[src/rtl/load_store_unit.sv]
// Segmented memory load/store engine between the microcode datapath and the 16-bit bus.
// Optional bus watchdog (abort + bus_error) is built when LSU_BUS_TIMEOUT_EN is defined.
module load_store_unit #(
    parameter int ADDR_W    = 20,
    parameter int SEG_SHIFT = 4
`ifdef LSU_BUS_TIMEOUT_EN
    ,
    parameter int TIMEOUT_CYCLES = 64
`endif
) (
    input  logic              clk,
    input  logic              reset,
    input  logic              write_mar,
    input  logic [15:0]       mar_in,
    input  logic [15:0]       segment,
    input  logic              write_mdr,
    input  logic [15:0]       mdr_in,
    output logic [15:0]       mdr_out,
    input  logic              is_8bit,
    input  logic              wr_en,
    input  logic              start,
    output logic              busy,
    output logic              complete,
    output logic [ADDR_W-2:0] m_addr,
    input  logic [15:0]       m_data_in,
    output logic [15:0]       m_data_out,
    output logic              m_access,
    input  logic              m_ack,
    output logic              m_wr_en,
    output logic [1:0]        m_bytesel
`ifdef LSU_BUS_TIMEOUT_EN
    ,
    output logic              bus_error
`endif
);

    typedef enum logic [1:0] {IDLE, FIRST, SECOND, DONE} state_t;

    state_t      state;
    logic [15:0] mar;
    logic [15:0] mdr;
    logic [15:0] seg_q;
    logic [15:0] off_q;
    logic [7:0]  hi_q;
    logic        byte_q;
    logic        wr_q;
    logic        split_q;

    // Physical byte address wraps at ADDR_W bits; the bus sees the word address.
    function automatic logic [ADDR_W-2:0] word_addr(input logic [15:0] seg, input logic [15:0] off);
        return (ADDR_W-1)'(((ADDR_W'(seg) << SEG_SHIFT) + ADDR_W'(off)) >> 1);
    endfunction

    logic              aligned_word;
    logic [ADDR_W-2:0] first_addr;
    logic [ADDR_W-2:0] second_addr;
    logic [1:0]        first_sel;
    logic [15:0]       first_dout;
    logic [15:0]       second_dout;
    logic [15:0]       first_load;
    logic              ack;
    logic              advance;
    logic              finish;
    logic              abort;

    assign mdr_out      = mdr;
    assign aligned_word = ~is_8bit & ~mar[0];
    assign first_addr   = word_addr(segment, mar);
    // Offset wraps within 16 bits, so the second half stays in the same segment.
    assign second_addr  = word_addr(seg_q, off_q + 16'd1);
    assign first_sel    = aligned_word ? 2'b11 : (mar[0] ? 2'b10 : 2'b01);
    assign first_dout   = !wr_en       ? 16'h0000 :
                          aligned_word ? mdr :
                          mar[0]       ? {mdr[7:0], 8'h00} : {8'h00, mdr[7:0]};
    assign second_dout  = wr_q ? {8'h00, hi_q} : 16'h0000;
    // Split first half and odd byte both take the high lane into mdr[7:0].
    assign first_load   = (~byte_q & ~off_q[0]) ? m_data_in :
                          off_q[0]              ? {8'h00, m_data_in[15:8]} : {8'h00, m_data_in[7:0]};

    assign ack     = m_access & m_ack;
    assign advance = ack & (state == FIRST) & split_q;

`ifdef LSU_BUS_TIMEOUT_EN
    localparam int CNT_W = $clog2(TIMEOUT_CYCLES + 1);
    logic [CNT_W-1:0] wait_cnt;

    assign abort = ~ack & ((state == FIRST) | (state == SECOND)) &
                   (wait_cnt == CNT_W'(TIMEOUT_CYCLES - 1));
`else
    assign abort = 1'b0;
`endif

    assign finish = (ack & ~advance) | abort;

    // NOTE: every register in this block uses non-blocking assignment so that all
    // right-hand sides see pre-edge values; blocking here would create order-dependent state.
    always_ff @(posedge clk or posedge reset) begin
        if (reset) begin
            state      <= IDLE;
            mar        <= 16'h0000;
            mdr        <= 16'h0000;
            seg_q      <= 16'h0000;
            off_q      <= 16'h0000;
            hi_q       <= 8'h00;
            byte_q     <= 1'b0;
            wr_q       <= 1'b0;
            split_q    <= 1'b0;
            busy       <= 1'b0;
            complete   <= 1'b0;
            m_addr     <= '0;
            m_data_out <= 16'h0000;
            m_access   <= 1'b0;
            m_wr_en    <= 1'b0;
            m_bytesel  <= 2'b00;
`ifdef LSU_BUS_TIMEOUT_EN
            wait_cnt   <= '0;
            bus_error  <= 1'b0;
`endif
        end else begin
            case (state)
                IDLE: begin
                    if (write_mar) mar <= mar_in;
                    if (write_mdr) mdr <= mdr_in;
                    if (start) begin
                        // The access captures the pre-edge mar/mdr even if they are written now.
                        seg_q      <= segment;
                        off_q      <= mar;
                        hi_q       <= mdr[15:8];
                        byte_q     <= is_8bit;
                        wr_q       <= wr_en;
                        split_q    <= mar[0] & ~is_8bit;
                        if (!wr_en) mdr <= 16'h0000;
                        m_addr     <= first_addr;
                        m_bytesel  <= first_sel;
                        m_data_out <= first_dout;
                        m_wr_en    <= wr_en;
                        m_access   <= 1'b1;
                        busy       <= 1'b1;
                        state      <= FIRST;
`ifdef LSU_BUS_TIMEOUT_EN
                        wait_cnt   <= '0;
                        bus_error  <= 1'b0;
`endif
                    end
                end

                FIRST, SECOND: begin
                    if (ack && !wr_q) begin
                        if (state == FIRST) mdr <= first_load;
                        else                mdr[15:8] <= m_data_in[7:0];
                    end
                    if (advance) begin
                        state      <= SECOND;
                        m_addr     <= second_addr;
                        m_bytesel  <= 2'b01;
                        m_data_out <= second_dout;
                    end
                    if (finish) begin
                        state      <= DONE;
                        complete   <= 1'b1;
                        m_access   <= 1'b0;
                        m_wr_en    <= 1'b0;
                        m_bytesel  <= 2'b00;
                        m_data_out <= 16'h0000;
                    end
`ifdef LSU_BUS_TIMEOUT_EN
                    if (ack || abort) wait_cnt <= '0;
                    else              wait_cnt <= wait_cnt + 1'b1;
                    if (abort) begin
                        bus_error <= 1'b1;
                        if (!wr_q) mdr <= 16'hFFFF;
                    end
`endif
                end

                DONE: begin
                    complete <= 1'b0;
                    busy     <= 1'b0;
                    state    <= IDLE;
                end

                default: state <= IDLE;
            endcase
        end
    end

endmodule

[config.mk]
export PLATFORM = sky130hd
export DESIGN_NAME = load_store_unit
export DESIGN_NICKNAME = d
export VERILOG_FILES = /design/src/rtl/load_store_unit.sv
export SDC_FILE = /design/constraint.sdc
export NUM_CORES = 1
export LEC_CHECK = 0
export CORE_ASPECT_RATIO = 1.2
export CORE_MARGIN = 3
export CORE_UTILIZATION = 45
export DETAILED_ROUTE_END_ITERATION = 7
export PLACE_DENSITY = 0.76
export SETUP_SLACK_MARGIN = 0.2
export SLEW_MARGIN = 20
export SYNTH_ARGS = -nofsm -noshare
export SYNTH_HDL_FRONTEND = slang
export SYNTH_SLANG_ARGS = --single-unit
[constraint.sdc]
create_clock -name clk -period 6.4 [get_ports clk]
set_clock_uncertainty 0.15 [all_clocks]
set_input_delay 1.28 -clock clk [delete_from_list [all_inputs] [get_ports clk]]
set_output_delay 1.28 -clock clk [all_outputs]
set_load 0.01 [all_outputs]
# [Word-level counts from Yosys, hierarchy flattened]
# Index checks and enable logic that the tools add are counted.
[op_classes] add_sub_neg=3 n_eq_ne=9 muxes=38 n_bitwise=12 n_reduce_logical=17
[op_table] operator="two-way mux 16 bit" count=11
[op_table] operator="one-hot mux 16 bit (2 select lines)" count=2
[op_table] operator="adder 20 x 16 -> 20 bit" count=2
[op_table] operator="two-way mux 19 bit" count=2
[op_table] operator="one-hot mux 19 bit (2 select lines)" count=1
[op_table] operator="two-way mux 8 bit" count=4
[op_table] operator="adder 16 x 1 -> 16 bit (second input constant)" count=1
[op_table] operator="two-way mux 2 bit" count=8
[op_table] operator="AND reduction 2 bit" count=6
[op_table] operator="AND reduction 3 bit" count=4
[op_table] operator="!= test 2 bit (second input constant)" count=5
[op_table] operator="one-hot mux 1 bit (2 select lines)" count=4
[op_table] operator="bitwise AND 1 bit" count=7
[op_table] operator="one-hot mux 2 bit (3 select lines)" count=1
[op_table] operator="nonzero test 2 bit" count=3
[op_table] operator="NOT 1 bit" count=5
[op_table] operator="== test 2 bit (second input constant)" count=2
[op_table] operator="two-way mux 1 bit" count=4
[op_table] operator="one-hot mux 2 bit (2 select lines)" count=1
[op_table] operator="!= test 3 bit (second input constant)" count=1
[op_table] operator="== test 2 x 1 -> 1 bit (second input constant)" count=1
[op_table] operator="zero test 2 bit" count=1
[op_table] operator="OR reduction 2 bit" count=1
[op_table] operator="logical AND 1 bit" count=1
[op_table] operator="zero test 1 bit" count=1
[totals] regBits=118 inputBits=72 output_inout_bits=57 wordCells=96

# [Depth between registers and ports, before layout]
# Gate-level depths: netlist of run 1.
[logic_depth] ltp_word=7 mapped_depth=14

# [Worst setup path after synthesis of run 1]
# No wires, ideal clock.
[synth_timing] path_kind="input to register" startpoint="in segment[0]" endpoint="reg m_addr[17]" setup_ns=0.126 arrival_time_ns=3.100 required_ns=6.124 path_slack_ns=3.024 path_stages=10 cell_sequence="ha_1 -> inv_1 -> fa_1 -> nor2b_4 -> o31a_1 -> o211ai_2 -> a31oi_1 -> nand3_2 -> xnor2_1 -> a221o_1"
[synth_between] elab_chain_len=3
[synth_lines] element="start: declaration" line_no="15" text="input logic [15:0] segment,"
[synth_lines] element="adder 20 x 16 -> 20 bit" line_no="51" text="return (ADDR_W-1)'(((ADDR_W'(seg) << SEG_SHIFT) + ADDR_W'(off)) >> 1);"
[synth_lines] element="two-way mux 19 bit" line_no="124" text="if (start) begin"
[synth_lines] element="one-hot mux 19 bit (2 select lines)" line_no="120" text="case (state)"
[synth_lines] element="end signal: assignment" line_no="133" text="m_addr <= first_addr;"
[synth_lines] element="end signal: assignment" line_no="154" text="m_addr <= second_addr;"
[synth_lines] element="end: declaration" line_no="24" text="output logic [ADDR_W-2:0] m_addr,"
# No other way between the ends. The select of a mux whose other input is x is not followed.
# A chain may end at the register's enable or synchronous reset.

# [Worst setup path after layout of run 1]
# Ends and elaborated chain as after synthesis.

==> results.py, run 1 <==
metrics = {
    "worst_setup_path": {
        "ff2ff_setup_slack_ns": 2.75,
        "critPathBufInv": 2,
        "cp-end-kind": "register",
        "path_cells": "clkdlybuf4s50_1 > ha_1 > inv_1 > fa_1 > nor2b_4 > o31a_1 > o211ai_2 > a31oi_1 > nand3_2 > xnor2_1 > a221o_1",
        "required_ns": 6.55,
        "crit_path_top_delay_cell": "clkdlybuf4s50_1",
        "critPathMaxStageDelay_ns": 0.48,
        "critPathTopFamily": "compound AO/OA/AOI/OAI gates",
        "critical_path_arrival_ns": 3.92,
        "crit_type": "in2reg",
        "worst_setup_path_start_kind": "input port",
        "crit_path_max_fanout": 4,
    },
    "die": {
        "die_area_um2": 16300,
        "rows": 48,
        "initial_core_util_pct": 46.0,
        "die_width_um": 117,
        "core_um2": 14500,
        "pin_count": 129,
        "die_h_um": 139,
    },
    "logic_synthesis": {
        "async_flop_share_pct": 100,
        "synthTopCellsByCount": "118 x dfrtp_1, 62 x o21ai_0, 58 x nand2_1, 56 x mux2_2",
        "synthFlopType": "dfrtp_1",
        "synth_top_area_share_pct": 44.3,
        "yosysWarnings": 0,
        "synth_edf_count": 0,
        "ys_seq_area_share_pct": 44.3,
        "post-synth-top-count-cell": "dfrtp_1",
        "synth_cell_type_count": 55,
        "synth_area_leaders": "dfrtp_1 44%, mux2_2 9.5%, ha_1 5.8%",
        "ys_ff_latch": 118,
        "yosys.area.top_type": "dfrtp_1",
        "syn-cell-area_um2": 6670,
        "syn_area_per_cell_um2": 9.98,
        "syn-num-nets": 773,
        "netlist_instances": 668,
    },
    "finish": {
        "area_delta_synth_final_pct": 29.9,
        "nNetsFinal": 889,
        "n_antenna_cell": 0,
        "design_area_um2": 8660,
        "final_util_pct": 59.8,
        "drive_gt1_share_pct": 13.0,
    },
    "global_route": {
        "grt_start_max_net_pins": 77,
        "grt_pass1_vias": 5779,
        "grt_pass1_wl_mm": 28.3,
        "grt_overflow": 0,
        "antenna_found_initial": 0,
        "grt_use_total_pct": 21.9,
    },
    "power": {
        "fin_total_pwr_w": 0.00176,
        "powerDensity_nw_per_um2": 203,
        "p_leak_nw": 4.03,
        "ir_drop_uv": 152,
    },
    "sta": {
        "setup_tns_ns": 0,
        "period_share_pct": 58.8,
        "setup_slack_ns": 2.64,
        "finalHoldViolCount": 0,
        "tightestPinTransition_ns": 1.09,
        "setup_viol": 0,
        "period_minus_slack_ns": 3.76,
        "slew_violations": 0,
        "slew_headroom_pct": 27.6,
        "rsz0062_at_grt": "false",
        "fmax_ghz": 0.266,
    },
    "drt": {
        "drt_wl_total_mm": 17.5,
        "vias": 5656,
        "drt_pass1_iterations": 6,
        "drc": 0,
        "wl_per_cell_um": 17.5,
        "drt-initial-drc-count": 506,
        "postRouteAntennaNets": 0,
        "drt-vias-per-instance": 5.67,
    },
    "clock_network": {
        "post-cts-setup-buffers": 0,
        "path_clk_slew_ns": 0.06,
        "root_buffer": "clkbuf_16",
        "h-tree-depth": 4,
        "cts_hold_buf": 0,
        "clk_latency_ns": 0.42,
        "cts.repair.resized": 0,
        "clock_sinks": 118,
        "tritoncts": "built",
        "numCtsBuffers": 17,
        "clk_path_buf_depth": 2,
    },
    "run_status": {
        "status": "finished clean",
    },
    "placement": {
        "gp_congestion": 0.952,
        "place_hpwl_mm": 12.5,
        "pre_cts_ws_ns": 2.25,
        "place_area_um2": 8080,
        "portBuffers": 128,
    },
    "flow_run": {
        "max_cap_viol_count": 0,
    },
    "hold_path": {
        "hp-class": "reg2reg",
    },
}
-- state kept, by name, summed over array words and instances (netlist names), 2 cells and up --
| register | count |
|---|---|
| state | 2 |
| m_addr | 19 |
| m_data_out | 16 |
| hi_q | 8 |
| seg_q | 16 |
| off_q | 16 |
| m_bytesel | 2 |
| mdr_out | 16 |
| mar | 16 |
-- tightest hold or removal path, stage by stage, from the launching register on --
cell	delay, ns
dfrtp_1	0.34
nand2_1	0.05
o31ai_1	0.06
-- power by group --
part / internal [W] / switching (W)
logic: 0.0000518 / 0.0000429
clock network: 0.000542 / 0.000376
registers: 0.000747 / 0.000000177
-- layout make-up --
type                    count  area, µm²
clock buffers              17        425
repair buffers            129       1290
inverters                  20       77.6
well taps                 200        250
flip-flops and latches    118       2950
fillers                  1193       5820
multi-input cells         498       3520
clock inverters            15        145
-- worst paths after layout --
kind / startpoint / to / cells after the start
worst max-delay path: segment[0] / m_addr[17] / 11
worst min-delay path: m_data_out[14] / m_data_out[14] / 2
worst max register to register: off_q[0] / m_addr[15] / 12
worst min register to register: m_data_out[14] / m_data_out[14] / 2
max in group asynchronous: reset / seg_q[13] / 3
min in group asynchronous: reset / busy / 2
-- routing by layer --
metal  vias up  wire, µm  global-route usage (%)  part of all wire, %
met1      2764      7000                    26.1                   40
met4         0       407                    9.18                  2.3
met2       199      9200                    37.9                   53
met3        35       854                    4.13                  4.9
li1       2658         -                       -                    -
met5         -         0                       0                    0
-- kinds of logic (layout without fill, tap and decap cells) --
logic type / after synthesis / count (layout) / share of synthesized area (%)
flip-flops: 118 / 118 / 44.3
buffers and inverters: 52 / 181 / 3.06
AND/OR/NAND/NOR: 174 / 174 / 12.5
XOR/XNOR: 37 / 37 / 4.86
AO/OA/AOI/OAI: 195 / 195 / 19.0
multiplexers: 59 / 59 / 9.91
adder cells (fa/ha/maj): 33 / 33 / 6.42
-- layout by cell type, fill, tap and decap left out, types with 3 or more instances in the layout --
cell type / synthesis / layout
clkdlybuf4s50_1: 0 / 128
dfrtp_1: 118 / 118
o21ai_0: 62 / 62
nand2_1: 58 / 57
mux2_2: 56 / 56
nor2_1: 41 / 41
a21oi_1: 41 / 41
ha_1: 31 / 30
xnor2_1: 25 / 25
nand3_1: 22 / 22
inv_1: 20 / 19
a22o_1: 17 / 17
clkbuf_16: 0 / 17
a22oi_1: 16 / 16
and3_1: 14 / 14
xor2_1: 12 / 12
nor3_1: 9 / 9
o31ai_1: 9 / 9
nor3b_1: 8 / 8
o21a_1: 6 / 6
nand2b_1: 6 / 6
a211oi_1: 6 / 6
a21o_1: 5 / 5
clkinvlp_4: 0 / 5
inv_6: 0 / 5
a31oi_1: 4 / 4
a221o_1: 4 / 4
mux2i_1: 3 / 3
o21bai_1: 3 / 3
nor2b_1: 3 / 3
o22ai_1: 3 / 3
o211ai_1: 3 / 3
-- metrics by stage --
stage	instances	hold WS, ns
finish	997	0.326
global route	997	0.362
CTS	997	0.329
detailed placement	965	0.316
global placement	965	0.310
floorplan	668	0.300
Power figures use the tool's default switching activity.
==> run 2: changes to the inputs <==
clock period = 3.6 ns   (was 6.4 ns; I/O delays follow)
==> run 2 against run 1 <==
Effect of this change:
- largest power group unchanged
- combinational power is 81% higher
- cell count increased by 0.90%
- register-to-register slack worse by 2.3 ns
- clock power is 73% higher
- via count grew 0.12%
- largest cell class unchanged
- routed wire length fell by 2.9%
- core utilization increased by 0.67 points
- count of clock-buffer cells in the layout increased by 4
==> results.py, run 2 (same netlist as run 1, synthesis figures left out) <==
metrics = {
    "global_route": {
        "grt_overflow": 0,
        "grt_pass1_wl_mm": 27.8,
        "antenna_found_initial": 0,
        "grt_start_max_net_pins": 71,
        "grt_pass1_vias": 5745,
        "grt_use_total_pct": 21.5,
    },
    "power": {
        "ir_drop_uv": 222,
        "p_leak_nw": 4.08,
        "powerDensity_nw_per_um2": 353,
        "fin_total_pwr_w": 0.00309,
    },
    "placement": {
        "placed_cells": 975,
        "place_hpwl_mm": 12.7,
        "gp_congestion": 0.903,
        "portBuffers": 128,
    },
    "finish": {
        "final_cell_mix": "128 x clkdlybuf4s50_1, 118 x dfrtp_1, 62 x o21ai_0",
        "fillers": 1160,
        "top_register": "m_addr",
        "drive_gt1_share_pct": 14.3,
        "fin_cells": 1006,
        "layout_commonest_cell": "clkdlybuf4s50_1",
        "largest_reg_flops": 19,
        "n_antenna_cell": 0,
        "nNetsFinal": 900,
        "area_delta_synth_final_pct": 31.3,
        "final_util_pct": 60.5,
    },
    "clock_network": {
        "clock_sinks": 118,
        "clk_path_buf_depth": 2,
        "tritoncts": "built",
        "numCtsBuffers": 17,
        "clk_latency_ns": 0.42,
        "path_clk_slew_ns": 0.06,
        "cts_hold_buf": 0,
        "h-tree-depth": 4,
        "root_buffer": "clkbuf_16",
    },
    "worst_setup_path": {
        "critPathMaxStageDelay_ns": 0.39,
        "critPathBufInv": 0,
        "crit_path_max_fanout": 4,
        "worst_setup_path_start_kind": "register",
        "cp-end-kind": "register",
        "path_cells": "and3_1 > and3_1 > nand2_1 > nor2_2 > nand3_1 > xnor2_1 > ha_1 > nor2_1 > nor2_1 > a41oi_2 > o21ai_0 > nand4b_1 > xnor2_1 > a221o_1",
        "critical_path_arrival_ns": 3.36,
        "crit_path_top_delay_cell": "dfrtp_1",
        "crit_type": "reg2reg",
        "critPathTopFamily": "simple AND/OR/NAND/NOR gates",
        "required_ns": 3.76,
    },
    "drt": {
        "drt-initial-drc-count": 385,
        "vias": 5663,
        "wl_per_cell_um": 16.9,
        "drt_wl_total_mm": 17.0,
        "drt_pass1_iterations": 5,
        "postRouteAntennaNets": 0,
        "drt-vias-per-instance": 5.63,
        "drc": 0,
    },
    "die": {
        "die_area_um2": 16300,
        "initial_core_util_pct": 46.0,
        "core_um2": 14500,
        "rows": 48,
        "die_h_um": 139,
        "pin_count": 129,
        "die_width_um": 117,
    },
    "sta": {
        "setup_tns_ns": 0,
        "setup_viol": 0,
        "slew_violations": 0,
        "period_minus_slack_ns": 3.20,
        "fmax_ghz": 0.313,
        "slew_headroom_pct": 44.4,
        "finalHoldViolCount": 0,
        "tightestPinTransition_ns": 0.832,
        "period_share_pct": 88.9,
        "rsz0062_at_grt": "false",
    },
    "flow_run": {
        "max_cap_viol_count": 0,
    },
    "hold_path": {
        "hp-class": "reg2reg",
    },
    "run_status": {
        "status": "finished clean",
    },
}
==> run 2: changes by cell type in the layout (fill, tap and decap cells not counted), moves of 2 or more <==
| cell | previous run | this run |
|---|---|---|
| buf_4 | 1 | 10 |
| inv_6 | 5 | 0 |
| clkbuf_8 | 0 | 4 |
| clkinv_2 | 1 | 5 |
| buf_12 | 0 | 2 |
| clkinv_4 | 2 | 0 |
| nor2_1 | 41 | 39 |
| nor2_2 | 1 | 3 |
==> run 2: worst paths after layout <==
kind | endpoint | start | slack, ns | cells past startpoint
max reg2reg | m_addr[17] | off_q[3] | 0.40 | 14
max in group asynchronous | off_q[2] | reset | 2.34 | 3
min | m_data_out[1] | m_data_out[1] | 0.33 | 2
min in group asynchronous | m_access | reset | 0.59 | 3
min reg2reg | m_data_out[1] | m_data_out[1] | 0.33 | 2
max | m_addr[17] | off_q[3] | 0.40 | 14
==> run 2: layout make-up <==
cell class,instances,area (µm²),area share (%)
inverter,20,78.8,0.900
sequential,118,2950,33.7
timing repair buffer,140,1400,15.9
tap,200,250,2.86
clock buffer,21,480,5.49
clock inverter,9,77.6,0.886
multi-input combinational,498,3520,40.2
==> run 2: metrics by stage <==
stage / hold slack (ns) / setup WS, ns / instance area [µm²]
2_1_floorplan: 0.300 / 0.590 / 6670
3_3_place_gp: 0.309 / 0.0761 / 8180
3_5_place_dp: 0.322 / 0.0591 / 8180
4_1_cts: 0.333 / 0.323 / 8740
5_1_grt: 0.350 / 0.216 / 8750
6_report: 0.329 / 0.401 / 8750
==> run 2: worst register-to-register path, cell delays in order (launching register included) <==
cell and delay [ns]:
dfrtp_1 0.39, and3_1 0.19, and3_1 0.23, nand2_1 0.08
nor2_2 0.22, nand3_1 0.13, xnor2_1 0.14, ha_1 0.35
nor2_1 0.07, nor2_1 0.19, a41oi_2 0.18, o21ai_0 0.22
nand4b_1 0.13, xnor2_1 0.14, a221o_1 0.28
==> run 2: timing repair <==
item                       CTS  global route
setup endpoints to repair    0             4
resized for setup            0             2
setup buffers                0             1
==> run 2: layer usage <==
metal / vias to the layer above / GRT usage [%] / routed length [µm]
li1: 2673 / - / -
met1: 2764 / 25.1 / 6810
met2: 189 / 37.4 / 8970
met3: 37 / 5.13 / 796
met4: 0 / 8.64 / 386
met5: - / 0 / 0
==> run 2: power by group <==
group / switching, W / leakage (nW) / internal, W / total [W]
clock: 0.000582 / 0.272 / 0.00100 / 0.00159
sequential: 0.000000355 / 1.63 / 0.00133 / 0.00133
combinational: 0.0000752 / 2.18 / 0.0000958 / 0.000171
==> run 3: changes to the inputs <==
CAP_MARGIN = 20   (was not set)
==> results of run 3 <==
No change in the layout: final DEF, timing and power equal those of run 2.
